==> src/rtl/piso_pkg.sv <==
// Shared types and helpers for the parametrised PISO shift register.
package piso_pkg;

  typedef enum logic {
    PISO_IDLE  = 1'b0,
    PISO_SHIFT = 1'b1
  } piso_state_e;

  // Counter must be able to hold FLEN itself (the post-frame count).
  function automatic int unsigned piso_cnt_w(input int unsigned flen);
    return $clog2(flen + 1);
  endfunction

endpackage

==> src/rtl/piso_shift_param_bit_cnt.sv <==
// Frame bit counter: synchronous clear, count enable, flag on the last bit of a frame.
module piso_bit_cnt
  import piso_pkg::*;
#(
  parameter int unsigned FLEN = 8,
  parameter int unsigned CW   = piso_cnt_w(FLEN)
) (
  input  logic clk,
  input  logic reset,
  input  logic i_clr,
  input  logic i_en,
  output logic o_last
);

  logic [CW-1:0] r_cnt;

  always_ff @(posedge clk) begin
    if (reset)      r_cnt <= '0;
    else if (i_clr) r_cnt <= '0;
    else if (i_en)  r_cnt <= r_cnt + CW'(1);
  end

  assign o_last = (r_cnt == CW'(FLEN - 1));

endmodule

==> src/rtl/piso_shift_param.sv <==
// Parallel-in/serial-out shifter with valid/ready load and shift_en back-pressure.
// Optional macro PISO_PARITY_EN appends an even-parity bit after the data bits.
module piso_shift_param
  import piso_pkg::*;
#(
  parameter int unsigned WIDTH     = 8,
  parameter bit          MSB_FIRST = 1'b1
) (
  input  logic             clk,
  input  logic             reset,
  input  logic [WIDTH-1:0] parallel_in,
  input  logic             load_valid,
  output logic             load_ready,
  input  logic             shift_en,
  output logic             serial_out,
  output logic             serial_valid,
  output logic             frame_last
);

`ifdef PISO_PARITY_EN
  localparam int unsigned FLEN = WIDTH + 1;
`else
  localparam int unsigned FLEN = WIDTH;
`endif

  piso_state_e     r_state, w_state_nxt;
  logic [FLEN-1:0] r_shift;
  logic [FLEN-1:0] w_load_word;
  logic [FLEN-1:0] w_shifted;
  logic            w_sv;
  logic            w_cnt_last;
  logic            w_last;
  logic            w_accept;
  logic            w_advance;

  assign w_sv       = (r_state == PISO_SHIFT);
  assign w_last     = w_sv && w_cnt_last;
  assign load_ready = !w_sv || (w_last && shift_en);
  assign w_accept   = load_valid && load_ready;
  assign w_advance  = w_sv && shift_en;

  // Parity sits at the trailing end of the register so it falls out after the data.
  always_comb begin
`ifdef PISO_PARITY_EN
    if (MSB_FIRST) w_load_word = {parallel_in, ^parallel_in};
    else           w_load_word = {^parallel_in, parallel_in};
`else
    w_load_word = parallel_in;
`endif
  end

  assign w_shifted = MSB_FIRST ? {r_shift[FLEN-2:0], 1'b0} : {1'b0, r_shift[FLEN-1:1]};

  always_ff @(posedge clk) begin
    if (reset)          r_shift <= '0;
    else if (w_accept)  r_shift <= w_load_word;
    else if (w_advance) r_shift <= w_shifted;
  end

  always_ff @(posedge clk) begin
    if (reset) r_state <= PISO_IDLE;
    else       r_state <= w_state_nxt;
  end

  always_comb begin
    w_state_nxt = r_state;
    case (r_state)
      PISO_IDLE:  if (w_accept) w_state_nxt = PISO_SHIFT;
      PISO_SHIFT: if (shift_en && w_last && !w_accept) w_state_nxt = PISO_IDLE;
      default:    w_state_nxt = PISO_IDLE;
    endcase
  end

  piso_bit_cnt #(
    .FLEN (FLEN)
  ) u_bit_cnt (
    .clk    (clk),
    .reset  (reset),
    .i_clr  (w_accept),
    .i_en   (w_advance),
    .o_last (w_cnt_last)
  );

  assign serial_valid = w_sv;
  assign serial_out   = w_sv && (MSB_FIRST ? r_shift[FLEN-1] : r_shift[0]);
  assign frame_last   = w_last;

endmodule

==> config.mk <==
export PLATFORM = sky130hd
export DESIGN_NAME = piso_shift_param
export DESIGN_NICKNAME = d
export VERILOG_FILES = /design/src/rtl/piso_pkg.sv /design/src/rtl/piso_shift_param_bit_cnt.sv /design/src/rtl/piso_shift_param.sv
export SDC_FILE = /design/constraint.sdc
export NUM_CORES = 1
export LEC_CHECK = 0
export ABC_CLOCK_PERIOD_IN_PS = 1900
export BUFFER_PORTS_ARGS = -buffer_cell sky130_fd_sc_hd__buf_2
export CAP_MARGIN = 5
export CORE_MARGIN = 2
export CORE_UTILIZATION = 37
export DETAILED_ROUTE_END_ITERATION = 10
export GPL_TIMING_DRIVEN = 0
export PLACE_DENSITY = 0.57
export SYNTH_ARGS = -nofsm -noshare
export SYNTH_HDL_FRONTEND = slang
export SYNTH_SLANG_ARGS = --single-unit
==> constraint.sdc <==
create_clock -name clk -period 1.9 [get_ports clk]
set_input_delay 0.095 -clock clk [delete_from_list [all_inputs] [get_ports clk]]
set_output_delay 0.095 -clock clk [all_outputs]
set_load 0.01 [all_outputs]
==> metrics.csv <==
stage,metric,value,unit
yosys,yosys.area.top_type,dfxtp_1,
yosys,ys_seq_area_share,35.37,%
place,place_ws,0.3366,ns
status,status,completed,
worst_setup_path,reg2reg_from,u_bit_cnt.r_cnt[0],
detailed_routing,drtIter0Drc,3,
clocking,clk_pin_slew,0.09,ns
power,clkPwrFrac,30.9,%
floorplanning,io_pins,16,
yosys,synth_nets,97,
detailed_routing,vias_per_cell,5.194,
timing,setup_violations,0,
timing,max_freq,638.5,MHz
min_path,hp-class,in -> reg,
finish,multi_input_area,440.4,sq um
detailed_routing,via_count,670,
worst_setup_path,rrSetupSlack,0.33,ns
clocking,cts.htree.levels,1,
timing,max-slew-margin-rel,67.48,%
floorplanning,start_util,38.28,%
yosys,synthTopCellsByArea,"dfxtp_1 (35%), mux2i_1 (11%), a2111oi_1 (9.5%)",
timing,finalCritPeriodShare,82.43,%
yosys,syn-cell-area,735.7,sq um
worst_setup_path,worst-setup-path-type,reg -> reg,
power,p_leak,0.4154,nW
min_path,holdPathStages,3,
min_path,whs_endpoint,r_shift[6],
floorplanning,die_area,0.002361,sq mm
yosys,ys_seq_elements,13,
finish,n_fill_cell,217,
place,place.gp.congestion,0.7226,
yosys,yosysUniqueCellTypes,29,
clocking,cts_tree,yes,
detailed_routing,drc_errors,0,
timing,finalClockSkew,0.003874,ns
timing,finalSetupTns,0,ns
timing,rsz0062_at_grt,false,
timing,hold_viol_final,0,
power,switching_power,0.1637,mW
global_routing,grt_pass1_vias,670,
clocking,cts_hold_buf,0,
power,vdd_drop_max,0.0004228,V
finish,antenna_cells,0,
timing,fin_ws,0.3337,ns
power,swShare,28.30,%
detailed_routing,routed_wl,1.626,mm
finish,nets,116,
yosys,yosysWarnings,0,
detailed_routing,drtAntennaViolNets,0,
clocking,cts_root_buf,clkbuf_4,
worst_setup_path,ff2ff_path_depth,5,
timing,timing_max_transition_violations_final,0,
worst_setup_path,rr_endpoint,r_shift[2],
floorplanning,num_rows,16,
yosys,synthCells,84,
finish,layout-drive-gt1-share,22.55,%
global_routing,grt_antenna_before_repair,0,
clocking,clockBufferDepth,2,
clocking,cts_resized,0,
min_path,worstHoldStart,parallel_in[6],
global_routing,grt_max_degree,11,
power,pwr-share-comb,17.1,%
yosys,synth_top_area_share,35.37,%
clocking,cts_setup_buffers,0,
global_routing,grt_pass1_wl,2.967,mm
timing,tightest_slew,0.4878,ns
worst_setup_path,cp_max_fo,10,
floorplanning,die_h,48.59,microns
job,cap_violations,0,
clocking,cts_buffers,3,
place,io_buffers,14,
worst_setup_path,crit_arrival,1.74,ns
worst_setup_path,crit_path_end_kind,register,
global_routing,grt_usage,15.89,%
power,pwr-share-seq,52.1,%
power,internal-power,0.4147,mW
global_routing,grt-ovfl-total,0,
yosys,syn_area_per_cell,8.758,sq um
finish,area_delta_synth_final,17.86,%
worst_setup_path,crit_required,2.07,ns
clocking,worstSkewPairLatency,0.28,ns
detailed_routing,wl_per_cell,12.60,microns
power,power_density,667.1,mW/mm^2
place,hpwl,1.128,mm
timing,finalCriticalPeriod,1.566,ns
clocking,clock-sinks,13,
floorplanning,coreArea,0.001922,sq mm
finish,regArea,260.3,sq um
worst_setup_path,setup.worst_path.start_class,register,
floorplanning,die_w,48.59,microns
detailed_routing,firstDrtPassIters,4,
==> synthesized netlist by cell type <==
cell type and count:
o21ai_0 1, buf_6 1, nand3_1 2, or2b_1 6
mux2i_1 8, nor3b_1 1, a31oi_1 1, ha_1 1
inv_1 1, nor2_1 16, dfxtp_1 13, buf_1 1
or4b_1 1, buf_2 1, a21oi_1 4, nand2_4 1
and3_1 1, nor3_1 1, a21o_1 1, a2111oi_1 7
mux2_2 1, nor4_1 1, nand2b_1 3, nand2_1 4
a311oi_1 1, buf_4 1, nand4b_1 2, clkbuf_1 1
and2_1 1
==> worst max-delay path, cell delays in order, from the launching register on <==
cell,delay (ns)
dfxtp_1,0.39
ha_1,0.24
nand4b_1,0.12
buf_4,0.20
mux2i_1,0.13
a2111oi_1,0.38
==> power groups by stage <==
| stage | sequential (mW) | combinational [mW] | clock, mW |
|---|---|---|---|
| 2_1_floorplan | 0.305 | 0.0670 | 0 |
| 3_5_place_dp | 0.308 | 0.0994 | 0 |
| 3_3_place_gp | 0.307 | 0.0978 | 0 |
| 4_1_cts | 0.302 | 0.0997 | 0.180 |
| 6_report | 0.301 | 0.0986 | 0.178 |
| 5_1_grt | 0.305 | 0.112 | 0.198 |
==> cells in the final DEF, fill, tap and decap left out, types with 2 or more instances in the layout <==
cell,Yosys,routed
a2111oi_1,7,7
a21oi_1,4,4
buf_2,1,15
clkbuf_4,0,3
dfxtp_1,13,13
mux2i_1,8,8
nand2_1,4,4
nand2b_1,3,3
nand3_1,2,2
nand4b_1,2,2
nor2_1,16,16
or2b_1,6,6
==> per-stage QoR <==
step	hold slack [ns]	utilization (%)	power (mW)	instances	area (sq um)
detailed placement	0.3832	43.68	0.4075	125	839.6
global placement	0.3755	43.68	0.4052	125	839.6
finish	0.1014	45.12	0.5784	129	867.1
global route	0.1032	45.12	0.6143	129	867.1
floorplan	0.2124	-	0.3723	84	735.7
CTS	0.09571	45.12	0.5813	129	867.1
==> worst max-delay path by stage <==
stage	from	end	slack, ns	cells past startpoint
after global placement	u_bit_cnt.r_cnt[0]	r_shift[7]	0.39	5
after CTS	u_bit_cnt.r_cnt[0]	r_shift[2]	0.32	5
after floorplan	u_bit_cnt.r_cnt[0]	u_bit_cnt.r_cnt[3]	0.48	5
after detailed placement	u_bit_cnt.r_cnt[0]	r_shift[2]	0.34	5
after global routing	u_bit_cnt.r_cnt[0]	r_shift[1]	0.14	5
final	u_bit_cnt.r_cnt[0]	r_shift[2]	0.33	5
==> sequential cells by signal (all words and copies together) (netlist names) <==
name	cells
r_shift	8
u_bit_cnt.r_cnt	4
serial_valid	1
==> layout make-up <==
cell class / instances / area share [%]
tap: 27 / 3.896
inverter: 1 / 0.4329
sequential: 13 / 30.01
multi-input combinational: 65 / 50.79
clock inverter: 1 / 0.5772
timing repair buffer: 14 / 8.081
clock buffer: 3 / 2.597
buffer: 5 / 3.608
==> cell families after synthesis <==
group / Yosys count / share of synthesized area [%]
and+or+nand+nor: 40 / 29.76
AOI/OAI and AO/OA: 15 / 15.99
DFF: 13 / 35.37
muxes: 9 / 12.42
buffers and inverters: 6 / 4.760
adders and majority gates: 1 / 1.700
==> routing by layer <==
metal | global-route usage [%] | vias to the layer above | share of wire [%]
met3 | 4.321 | 2 | 3.7
met2 | 26.85 | 13 | 47
met4 | 4.762 | 0 | 0.68
met5 | 0 | - | 0
li1 | - | 339 | -
met1 | 19.77 | 316 | 49
Note: power is estimated with default switching activity, not from simulation.
